## config.mk

```make
export PLATFORM = sky130hd
export DESIGN_NAME = icache_ctrl
export DESIGN_NICKNAME = d
export VERILOG_FILES = /design/src/rtl/icache_ctrl_pkg.sv /design/src/rtl/icache_refill_buf.sv /design/src/rtl/icache_ctrl.sv
export SDC_FILE = /design/constraint.sdc
export NUM_CORES = 1
export LEC_CHECK = 0
export BUFFER_PORTS_ARGS = -buffer_cell sky130_fd_sc_hd__clkbuf_2
export CELL_PAD_IN_SITES_DETAIL_PLACEMENT = 1
export CELL_PAD_IN_SITES_GLOBAL_PLACEMENT = 1
export CORE_AREA = 2 2 175 177
export DETAILED_ROUTE_END_ITERATION = 7
export DIE_AREA = 0 0 177 179
export PLACE_DENSITY = 0.79
export SLEW_MARGIN = 0
export SYNTH_ARGS = -nofsm -noshare
export SYNTH_HDL_FRONTEND = slang
export SYNTH_SLANG_ARGS = --single-unit
```

## constraint.sdc

```tcl
create_clock -name clk -period 2.9 [get_ports clk]
set_clock_uncertainty 0.1 [all_clocks]
set_input_delay 0.29 -clock clk [delete_from_list [all_inputs] [get_ports clk]]
set_output_delay 0.29 -clock clk [all_outputs]
set_load 0.05 [all_outputs]
```

## src/rtl/icache_ctrl_pkg.sv

```systemverilog
// rtl/icache_ctrl_pkg.sv - shared cache geometry constants and controller state encoding
package icache_ctrl_pkg;

  // Instruction word width and cache block geometry
  localparam int IWORD_BITS           = 32;
  localparam int IBLOCK_SIZE_BITS     = 128;
  localparam int ISET_INDEX_SIZE      = 6;
  localparam int ITAG_SIZE            = 22;
  localparam int IMEM_BLOCK_ADDR_SIZE = ITAG_SIZE + ISET_INDEX_SIZE;

  // Controller sequencing states
  typedef enum logic [1:0] {
    ICTRL_IDLE   = 2'd0,
    ICTRL_REFILL = 2'd1,
    ICTRL_WRITE  = 2'd2,
    ICTRL_REPLAY = 2'd3
  } ictrl_state_e;

endpackage

```

## src/rtl/icache_refill_buf.sv

```systemverilog
// rtl/icache_refill_buf.sv - refill beat counter and block assembly buffer
module icache_refill_buf #(
  parameter int WORD_W      = 32,
  parameter int BLOCK_WORDS = 4,
  parameter int BEAT_W      = $clog2(BLOCK_WORDS)
) (
  input  logic                          clk,
  input  logic                          rst,
  input  logic                          i_clear,
  input  logic                          i_beat_en,
  input  logic [WORD_W-1:0]             i_wdata,
  output logic [BEAT_W-1:0]             o_beat,
  output logic                          o_last_beat,
  output logic [BLOCK_WORDS*WORD_W-1:0] o_block
);

  logic [BEAT_W-1:0]             r_beat;
  logic [BLOCK_WORDS*WORD_W-1:0] r_block;
  logic [BLOCK_WORDS-1:0]        w_word_we;
  logic                          w_last;

  assign w_last      = (r_beat == BEAT_W'(BLOCK_WORDS - 1));
  assign o_beat      = r_beat;
  assign o_last_beat = w_last;
  assign o_block     = r_block;

  // One-hot write enable for the buffer word addressed by the current beat
  always_comb begin
    w_word_we = '0;
    for (int k = 0; k < BLOCK_WORDS; k++) begin
      w_word_we[k] = i_beat_en && (r_beat == BEAT_W'(k));
    end
  end

  // Beat counter: cleared at miss start, holds on the last beat until the next clear
  always_ff @(posedge clk or negedge rst) begin
    if (!rst) begin
      r_beat <= '0;
    end else if (i_clear) begin
      r_beat <= '0;
    end else if (i_beat_en && !w_last) begin
      r_beat <= r_beat + BEAT_W'(1);
    end
  end

  // Capture each returned memory word into its slot, word 0 at the low bits
  always_ff @(posedge clk or negedge rst) begin
    if (!rst) begin
      r_block <= '0;
    end else begin
      for (int k = 0; k < BLOCK_WORDS; k++) begin
        if (w_word_we[k]) begin
          r_block[k*WORD_W +: WORD_W] <= i_wdata;
        end
      end
    end
  end

endmodule

```

## src/rtl/icache_ctrl.sv

```systemverilog
// rtl/icache_ctrl.sv - instruction cache lookup, miss refill and replay sequencer
module icache_ctrl
  import icache_ctrl_pkg::*;
#(
  parameter int ADDR_W      = 32,
  parameter int WORD_W      = 32,
  parameter int BLOCK_WORDS = IBLOCK_SIZE_BITS / WORD_W
) (
  input  logic                            clk,
  input  logic                            rst,
  input  logic                            fetch_req,
  input  logic [ADDR_W-1:0]               fetch_addr,
  output logic                            fetch_stall,
  output logic                            fetch_valid,
  output logic [WORD_W-1:0]               fetch_instr,
  output logic                            sram_ren,
  output logic                            sram_wen,
  output logic [IMEM_BLOCK_ADDR_SIZE-1:0] sram_block_addr,
  output logic [IBLOCK_SIZE_BITS-1:0]     sram_wdata,
  input  logic                            sram_hit,
  input  logic [IBLOCK_SIZE_BITS-1:0]     sram_rdata,
  output logic                            mem_req,
  output logic [ADDR_W-1:0]               mem_addr,
  input  logic                            mem_ready,
  input  logic [WORD_W-1:0]               mem_rdata,
  output logic [31:0]                     miss_count
);

  localparam int BEAT_W = $clog2(BLOCK_WORDS);
  localparam int OFF    = BEAT_W + 2;
  localparam int BLK_W  = IMEM_BLOCK_ADDR_SIZE;

  ictrl_state_e          r_state;
  ictrl_state_e          w_state_next;
  logic [BLK_W-1:0]      r_miss_blk;
  logic [BEAT_W-1:0]     r_miss_word;
  logic [31:0]           r_miss_count;

  logic [BLK_W-1:0]      w_fetch_blk;
  logic [BEAT_W-1:0]     w_fetch_word;
  logic                  w_miss;
  logic                  w_beat_en;
  logic [BEAT_W-1:0]     w_beat;
  logic                  w_last_beat;
  logic [IBLOCK_SIZE_BITS-1:0] w_block;
  logic                  w_unused_addr;

  assign w_fetch_blk   = fetch_addr[OFF+BLK_W-1:OFF];
  assign w_fetch_word  = fetch_addr[OFF-1:2];
  assign w_unused_addr = ^fetch_addr[1:0];

  assign w_miss    = (r_state == ICTRL_IDLE) && fetch_req && !sram_hit;
  assign w_beat_en = (r_state == ICTRL_REFILL) && mem_ready;

  assign mem_addr   = {r_miss_blk, w_beat, 2'b00};
  assign sram_wdata = w_block;
  assign miss_count = r_miss_count;

  icache_refill_buf #(
    .WORD_W      (WORD_W),
    .BLOCK_WORDS (BLOCK_WORDS),
    .BEAT_W      (BEAT_W)
  ) u_refill_buf (
    .clk         (clk),
    .rst         (rst),
    .i_clear     (w_miss),
    .i_beat_en   (w_beat_en),
    .i_wdata     (mem_rdata),
    .o_beat      (w_beat),
    .o_last_beat (w_last_beat),
    .o_block     (w_block)
  );

  // State register
  always_ff @(posedge clk or negedge rst) begin
    if (!rst) begin
      r_state <= ICTRL_IDLE;
    end else begin
      r_state <= w_state_next;
    end
  end

  // Latch the missing address and count misses, saturating at all-ones
  always_ff @(posedge clk or negedge rst) begin
    if (!rst) begin
      r_miss_blk   <= '0;
      r_miss_word  <= '0;
      r_miss_count <= '0;
    end else if (w_miss) begin
      r_miss_blk  <= w_fetch_blk;
      r_miss_word <= w_fetch_word;
      if (r_miss_count != 32'hFFFF_FFFF) begin
        r_miss_count <= r_miss_count + 32'd1;
      end
    end
  end

  // Next state plus lookup, refill and fetch-response decodes
  always_comb begin
    w_state_next    = r_state;
    sram_ren        = 1'b0;
    sram_wen        = 1'b0;
    sram_block_addr = r_miss_blk;
    fetch_stall     = 1'b0;
    fetch_valid     = 1'b0;
    fetch_instr     = '0;
    mem_req         = 1'b0;
    case (r_state)
      ICTRL_IDLE: begin
        sram_ren        = fetch_req;
        sram_block_addr = w_fetch_blk;
        if (fetch_req) begin
          if (sram_hit) begin
            fetch_valid = 1'b1;
            fetch_instr = sram_rdata[w_fetch_word*WORD_W +: WORD_W];
          end else begin
            fetch_stall  = 1'b1;
            w_state_next = ICTRL_REFILL;
          end
        end
      end
      ICTRL_REFILL: begin
        mem_req     = 1'b1;
        fetch_stall = 1'b1;
        if (mem_ready && w_last_beat) begin
          w_state_next = ICTRL_WRITE;
        end
      end
      ICTRL_WRITE: begin
        sram_wen     = 1'b1;
        fetch_stall  = 1'b1;
        w_state_next = ICTRL_REPLAY;
      end
      ICTRL_REPLAY: begin
        sram_ren     = 1'b1;
        fetch_valid  = fetch_req;
        fetch_instr  = w_block[r_miss_word*WORD_W +: WORD_W];
        w_state_next = ICTRL_IDLE;
      end
      default: begin
        w_state_next = ICTRL_IDLE;
      end
    endcase
  end

endmodule

```

==> results of run 1 <==
## power breakdown
part / switching (mW) / internal [mW] / total, mW
Combinational: 8.21 / 3.31 / 11.5
Clock: 1.15 / 1.33 / 2.48
Sequential: 1.01 / 3.82 / 4.84
Total: 10.4 / 8.46 / 18.8
## cell type report
| cell class | instances | area share (%) |
|---|---|---|
| multi-input cells | 522 | 35.56 |
| clock inverters | 14 | 1.192 |
| well taps | 396 | 3.548 |
| inverters | 4 | 0.1075 |
| flip-flops and latches | 194 | 34.78 |
| repair buffers | 511 | 21.67 |
| clock buffers | 18 | 3.145 |
## path summary, 6_finish.rpt
path / start / to / slack [ns] / depth (start not counted)
min: mem_rdata[20] / u_refill_buf.o_block[116] / 0.03 / 2
min reg2reg: miss_count[10] / miss_count[10] / 0.39 / 1
max: r_state[0] / fetch_instr[24] / 0.14 / 7
max in group asynchronous: rst / miss_count[20] / 1.58 / 3
max reg2reg: r_state[0] / miss_count[21] / 0.32 / 8
min in group asynchronous: rst / r_miss_blk[2] / 0.33 / 2
## repair_timing
item                       CTS  global route
setup endpoints to repair   14             6
buffers inserted             0             5
gates resized for setup      1             0
hold endpoints to repair    97             0
hold buffers                29             0
pin swaps                    0             1
## registers in the layout, indices dropped and copies added, names as in the netlist
signal / flops
r_miss_word: 2
u_refill_buf.o_block: 128
r_state: 2
r_miss_blk: 28
miss_count: 32
u_refill_buf.o_beat: 2
## layer usage
layer	share of wire (%)	track usage, %
met3	5.3	4.707
met2	54	42.88
met1	38	27.05
met4	2.7	7.679
met5	0	0
## synth_stat cells (all sizes together), types with 2 or more instances
cell type	count
clkbuf	32
a21oi	6
a31oi	3
buf	22
and2	2
nor3	3
a22oi	33
ha	9
nor4	4
and3	10
xnor2	25
mux2	157
mux4	64
nand3b	2
dfrtp	194
inv	4
nand2	104
nand3	24
xor2	4
nand4	12
o21ai	4
nor2	43
and4	5
## stage by stage
| stage | cell area, sq um | utilization [%] | instances |
|---|---|---|---|
| final | 13970 | 46.51 | 1659 |
| after global routing | 13970 | 46.51 | 1659 |
| after CTS | 13930 | 46.38 | 1654 |
| after detailed placement | 13030 | 43.39 | 1593 |
| after global placement | 13030 | 43.39 | 1593 |
| after floorplan | 10030 | - | 774 |
## cells by family after synthesis
kind of cell / after synthesis / synth area share, %
buffers and inverters: 58 / 2.371
muxes: 221 / 32.01
adders and majority gates: 9 / 1.123
other: 1 / 0.03741
xor gates and xnor gates: 29 / 2.534
DFF: 194 / 48.43
and+or+nand+nor: 214 / 10.18
AOI/OAI and AO/OA: 47 / 3.308
==> flow_summary.yaml, run 1 <==
status:
  outcome: "completed"
clock_network:
  clk_path_buf_depth: 2
  numCtsBuffers: 17
  cts.sinks: 194
  clkTransAtPathRegs_ns: 0.08
  clk_latency_ns: 0.44
  cts-htree-levels: 4
  cts_tree: "yes"
  root_buffer: "clkbuf_16"
floorplan:
  coreArea_sq_mm: 0.03003
  num_io_pins: 454
  dieWidth_um: 177
  start_util_pct: 33.38
  rows: 64
  die_h_um: 179
  die-area_sq_mm: 0.03168
pwr:
  p_leak_nw: 6.922
  totalPowerFinal_mw: 18.83
  p_per_area_mw_per_mm2: 1349
  irDropWorstVdd_v: 0.0007674
logic_synthesis:
  synth_top_area_share_pct: 48.43
  syn_avg_cell_area_sq_um: 12.97
  yosysWarnings: 0
  syn_inst: 773
  synth_top_area_cell: "dfrtp_1"
  synth_area_leaders: "dfrtp_1, mux2_2, mux4_2"
  ys_seq_elements: 194
  ys_seq_area_share_pct: 48.43
  synth_edf_count: 0
  synthArstFlopShare_pct: 100.0
  netlist_area_sq_mm: 0.01002
  synth_cell_types: 36
  synth_top_flop_cell: "dfrtp_1"
critical_path:
  cp_data_arrival_time_ns: 2.37
  slowest_delay_ns: 0.41
  critPathSlowestCell: "dfrtp_1"
  critPathCaptureType: "output pin"
  worstPathRequired_ns: 2.51
  worstSetupStartpointType: "flip-flop"
  cp_max_fo: 13
  critPathTopFamily: "simple AND/OR/NAND/NOR gates"
  critPathKind: "reg2out"
  path_buf_inv: 3
  cp_cell_sequence: "inv_1 -> ha_2 -> and3_4 -> buf_4 -> a22oi_1 -> nor2_1 -> buf_12"
cells_and_area:
  layout_commonest_cell: "clkbuf_2"
  drive_gt1_share_pct: 59.46
  diodes: 0
  syn_to_final_growth_pct: 39.32
  nFillCells: 3280
  multiInputGateArea_sq_mm: 0.004966
  final_cell_mix: "clkbuf_2, dfrtp_1, mux2_2"
  nets: 1456
  ff_latch_area_sq_mm: 0.004857
drt:
  vias_per_cell: 5.239
  ant_nets: 0
  routed_wl_um: 37360
  first_iter_violations: 359
  wire_per_inst_um: 22.52
  drc: 0
  vias: 8692
  first_pass_iters: 4
global_route:
  grt_pass1_vias: 9233
  grt_max_degree: 73
  grt-ovfl-total: 0
  grt_pass1_wl_um: 55210
  grtUsageTotal_pct: 23.33
  antenna_found_initial: 0
place:
  hpwlAfterDp_um: 27820
  io_buffers: 449
  place.gp.congestion: 0.8346
  dp_slack_ns: 0.2929
timing:
  fin_crit_ns: 2.757
  rsz0062_at_grt: "false"
  setup_viol: 0
  relSlewSlack_pct: 52.59
  tightestPinTransition_ns: 0.7046
  setup_slack_ns: 0.1435
  period_share_pct: 95.05
  drv_slew: 0
  fin_hold_ws_ns: 0.03219
  fin_setup_tns_ns: 0
  fmax_mhz: 362.8
  finalHoldViolCount: 0
job:
  maxCapViolCount: 0
hold_path:
  hold_path_class: "in2reg"
(Power assumes the default switching activity.)
==> run 2, diff against run 1 <==
- CORE_AREA: 2 2 175 177 -> 2 2 179 181
- DIE_AREA: 0 0 177 179 -> 0 0 181 183
- PLACE_DENSITY: 0.79 -> 0.76
- SYNTH_HIERARCHICAL: unset -> 1
==> run 2 against run 1 <==
Maximum frequency is 1.2% lower. Critical path depth decreased by 2. Global-route usage fell by 0.61 points. Total power is 0.20% higher. Die area up 4.5%. Flip-flop and latch count stayed put. Utilization shrank 1.4 points. Largest power group unchanged.
==> flow_summary.yaml, run 2 <==
status:
  outcome: "completed"
pwr:
  p_sw_mw: 10.28
  comb_power_share_pct: 61.2
  p_leak_nw: 6.914
  pwr-share-clk_pct: 13.2
  seqPwrFrac_pct: 25.5
  p_per_area_mw_per_mm2: 1339
  swShare_pct: 54.48
  p_int_mw: 8.590
  irDropWorstVdd_v: 0.0008896
clock_network:
  clkTransAtPathRegs_ns: 0.08
  root_buffer: "clkbuf_16"
  clk_path_buf_depth: 2
  cts.sinks: 194
  cts_tree: "yes"
  clk_latency_ns: 0.44
  cts-htree-levels: 4
  numCtsBuffers: 17
logic_synthesis:
  ys_seq_area_share_pct: 48.00
  synth_top_area_cell: "dfrtp_1"
  synth_top_flop_cell: "dfrtp_1"
  synthTopCellsByCount: "dfrtp_1, mux2_2, nand2_1, mux4_2, nor2_1"
  yosysWarnings: 6
  netlist_area_sq_mm: 0.01011
  syn_inst: 786
  synth_cell_types: 49
  syn_avg_cell_area_sq_um: 12.87
  synth_edf_count: 0
  ys_seq_elements: 194
  synth_area_leaders: "dfrtp_1, mux2_2, mux4_2"
  synth.most_common_cell: "dfrtp_1"
  synth_top_area_share_pct: 48.00
  synthArstFlopShare_pct: 100.0
cells_and_area:
  syn_to_final_growth_pct: 39.35
  nFillCells: 3464
  nets: 1463
  final_core_util_pct: 45.13
  ff_latch_area_sq_mm: 0.004860
  multiInputGateArea_sq_mm: 0.005005
  largest_register_ffs: 128
  drive_gt1_share_pct: 59.06
  layoutNonFillerInstCount: 1676
  final_cell_mix: "clkbuf_2, dfrtp_1, mux2_2"
  stdcell_area_sq_mm: 0.01409
  layout_commonest_cell: "clkbuf_2"
place:
  postPlaceCellArea_sq_mm: 0.01315
  dp_slack_ns: 0.4003
  io_buffers: 449
  dp_cells: 1610
  place.gp.congestion: 0.8248
  hpwlAfterDp_um: 28550
drt:
  wire_per_inst_um: 22.78
  ant_nets: 0
  vias: 8598
  routed_wl_um: 38180
  first_iter_violations: 396
  drc: 0
  first_pass_iters: 4
  vias_per_cell: 5.130
critical_path:
  critPathSlowestCell: "dfrtp_2"
  critPathTopFamily: "flip-flops"
  slowest_delay_ns: 0.74
  cp_max_fo: 18
  critPathCaptureType: "output pin"
  cp_data_arrival_time_ns: 2.40
  critPathKind: "reg2out"
  ff2ff_setup_slack_ns: 0.51
  worstPathRequired_ns: 2.51
  path_buf_inv: 2
  worstSetupStartpointType: "flip-flop"
  cp_cell_sequence: "buf_4 -> mux4_2 -> a22oi_1 -> nor2_1 -> clkbuf_2"
global_route:
  grt_pass1_wl_um: 56840
  grt-ovfl-total: 0
  grt_max_degree: 75
  grt_pass1_vias: 9362
  grtUsageTotal_pct: 22.72
  antenna_found_initial: 8
timing:
  tightestPinTransition_ns: 0.6923
  relSlewSlack_pct: 53.85
  setup_slack_ns: 0.1091
  fin_crit_ns: 2.791
  fin_hold_ws_ns: 0.03454
  setup_viol: 0
  finalHoldViolCount: 0
  drv_slew: 0
  fmax_mhz: 358.3
  period_share_pct: 96.24
floorplan:
  num_io_pins: 454
  die-area_sq_mm: 0.03312
  dieWidth_um: 181
  die_h_um: 183
  coreArea_sq_mm: 0.03123
  rows: 65
  start_util_pct: 32.38
job:
  maxCapViolCount: 0
hold_path:
  hold_path_class: "in2reg"
run 2: stage by stage:
step                  TNS [ns]  power, mW
floorplan                    0      12.88
global placement             0      16.18
detailed placement           0      16.40
CTS                          0      19.03
global route        -0.0005371      19.67
finish                       0      18.87
run 2: area by class of cell:
class	instances	area share (%)
antenna	4	0.07102
clock buffer	17	3.018
clock inverter	15	1.349
inverter	6	0.1598
multi-input combinational	532	35.51
sequential	194	34.48
tap	402	3.569
timing repair buffer	506	21.84
run 2: logic make-up (layout without fill, tap and decap cells):
family          Yosys count  in the layout  synth area share [%]
compound gates           43             43                 3.192
mux                     222            222                 31.84
simple gates            227            227                 10.42
xor+xnor                 29             29                 2.586
buf+inv                  61            544                 2.808
fa+ha+maj                 9              9                 1.113
other cells               1              6               0.03708
flops                   194            194                 48.00
run 2: metal layers:
layer	track usage, %	vias up	part of all wire, %	wire length, um
li1	-	3811	-	-
met2	40.38	337	52	19700
met5	0	-	0.071	27
met1	25.51	4364	37	14240
met4	12.20	4	5.1	1951
met3	5.083	82	5.9	2259
run 2: final timing paths:
kind / start / endpoint / depth (start not counted)
worst min register to register: r_miss_blk[20] / r_miss_blk[20] / 2
max in group asynchronous: rst / u_refill_buf/o_block[27] / 3
worst min-delay path: mem_rdata[14] / u_refill_buf/o_block[46] / 2
worst max-delay path: r_miss_word[1] / fetch_instr[26] / 5
min in group asynchronous: rst / u_refill_buf/o_block[81] / 2
worst max register to register: r_state[0] / miss_count[22] / 8
run 2: power by group through the flow:
stage | clock (mW) | sequential (mW) | combinational, mW
final | 2.49 | 4.82 | 11.6
after CTS | 2.58 | 4.83 | 11.6
after floorplan | 0 | 8.28 | 4.61
after global placement | 0 | 4.81 | 11.4
after detailed placement | 0 | 4.87 | 11.5
after global routing | 2.66 | 5.00 | 12.0
run 2: timing repair:
action                     CTS  global route
setup buffers                0             1
gates resized for setup      3             2
hold buffers                29             0
hold endpoints to repair    87             0
pin swaps                    0             1
setup endpoints to repair   29            15
==> run 3, diff against run 2 <==
- PLACE_DENSITY: 0.76 -> unset
- PLACE_DENSITY_LB_ADDON: unset -> 0.1
==> run 3 against run 2 <==
Flip-flop and latch count did not move. Register-to-register slack got worse by 0.14 ns. Sequential share of layout area is 0.10 points higher. Clock-buffer cell count rose by 1. Final area down 0.29%. Total power down 1.4%. Via count is 2.7% lower. Critical path type unchanged. Critical endpoint is now fetch_instr[12]. Highest routed layer is now met4.
==> flow_summary.yaml, run 3 (synthesis gave the netlist of run 2 again) <==
status:
  outcome: "completed"
timing:
  setup_slack_ns: 0.1844
  fin_setup_tns_ns: 0
  finalHoldViolCount: 0
  tightestPinTransition_ns: 0.6262
  rsz0062_at_grt: "false"
  drv_slew: 0
  fmax_mhz: 368.2
  fin_hold_ws_ns: 0.02349
  period_share_pct: 93.64
  relSlewSlack_pct: 58.10
  setup_viol: 0
  fin_crit_ns: 2.716
cells_and_area:
  nets: 1461
  final_cell_mix: "clkbuf_2, dfrtp_1, mux2_2"
  final_core_util_pct: 45.00
  drive_gt1_share_pct: 58.99
  layout_commonest_cell: "clkbuf_2"
  layoutNonFillerInstCount: 1671
  largest_register_ffs: 128
  stdcell_area_sq_mm: 0.01405
  nFillCells: 3483
  syn_to_final_growth_pct: 38.95
drt:
  drc: 0
  wire_per_inst_um: 22.18
  first_iter_violations: 273
  vias: 8368
  ant_nets: 0
  routed_wl_um: 37060
  first_pass_iters: 4
  vias_per_cell: 5.008
hold_path:
  hold_path_class: "in2reg"
clock_network:
  root_buffer: "clkbuf_16"
  clk_path_buf_depth: 2
  clk_latency_ns: 0.44
  clkTransAtPathRegs_ns: 0.08
  cts_tree: "yes"
  numCtsBuffers: 17
  cts.sinks: 194
  cts-htree-levels: 4
place:
  dp_cells: 1608
  io_buffers: 449
  place.gp.congestion: 0.7888
  dp_slack_ns: 0.2879
  postPlaceCellArea_sq_mm: 0.01319
  hpwlAfterDp_um: 28420
pwr:
  p_leak_nw: 6.874
  p_per_area_mw_per_mm2: 1325
  irDropWorstVdd_v: 0.0007430
  totalPowerFinal_mw: 18.61
floorplan:
  die-area_sq_mm: 0.03312
  rows: 65
  die_h_um: 183
  num_io_pins: 454
  coreArea_sq_mm: 0.03123
  start_util_pct: 32.38
  dieWidth_um: 181
global_route:
  grt-ovfl-total: 0
  grt_pass1_wl_um: 56240
  antenna_found_initial: 1
  grt_max_degree: 71
  grtUsageTotal_pct: 22.48
  grt_pass1_vias: 9040
critical_path:
  cp_data_arrival_time_ns: 2.33
  critPathKind: "reg2out"
  r2r.worst_path.cells: 7
  worstPathRequired_ns: 2.51
  setup.worst_path.end: "fetch_instr[12]"
  worstSetupStartpointType: "flip-flop"
  crit_start: "r_miss_word[0]"
  reg2reg_from: "r_state[0]"
  critPathCaptureType: "output pin"
  r2r_end: "miss_count[22]"
  ff2ff_setup_slack_ns: 0.37
  cp_max_fo: 15
job:
  maxCapViolCount: 0
[run 3: cell types whose count changed in the layout (fill, tap and decap cells not counted), moves of 2 or more]
| cell | change |
|---|---|
| buf_4 | -2 |
| bufinv_16 | -2 |
| buf_12 | +4 |
| diode_2 | -3 |
| clkinv_8 | -2 |
| clkinv_2 | +2 |
| clkinvlp_4 | +3 |
| clkbuf_2 | -2 |
| buf_6 | -2 |
[run 3: worst min path at each step]
stage / slack [ns] / startpoint / to / cells after the start
floorplan: -0.11 / rst / miss_count[0] / 0
global placement: 0.20 / rst / u_refill_buf/o_block[8] / 1
detailed placement: 0.20 / rst / u_refill_buf/o_block[8] / 1
CTS: 0.003 / mem_rdata[21] / u_refill_buf/o_block[85] / 2
global route: 0.01 / mem_rdata[21] / u_refill_buf/o_block[85] / 2
finish: 0.02 / mem_rdata[21] / u_refill_buf/o_block[85] / 2
[run 3: layout make-up]
cell class	instances	area, sq um	area share (%)
Tap cell	402	503.0	3.579
Sequential cell	194	4860	34.58
Timing Repair Buffer	504	3110	22.14
Inverter	6	26.28	0.1870
Clock buffer	18	429.2	3.054
Clock inverter	14	116.4	0.8281
Antenna cell	1	2.502	0.01781
Multi-Input combinational cell	532	5005	35.62
[run 3: what timing repair did]
action,CTS,global route
buffers inserted,1,0
pin swaps,0,0
endpoints found under the hold margin,83,0
setup endpoints to repair,2,7
hold buffers,29,0
resized for setup,2,2
[run 3: critical path: stages (launching register included)]
cell     delay, ns
dfrtp_4       0.59
buf_12        0.23
mux4_2        0.58
a22oi_1       0.21
nor2_1        0.09
buf_12        0.16
[run 3: routing by layer]
metal	share of wire [%]	routed length, um	vias to the layer above	global-route usage, %
met4	1.4	514	0	4.943
met5	0	0	-	0
met3	5.8	2137	28	5.461
met2	54	19840	298	42.37
li1	-	-	3800	-
met1	39	14560	4242	25.77
[run 3: power by group]
part           internal (mW)  switching (mW)
Combinational           3.49            8.03
Clock                   1.13            1.15
Sequential              3.81            1.02
Total                   8.42            10.2
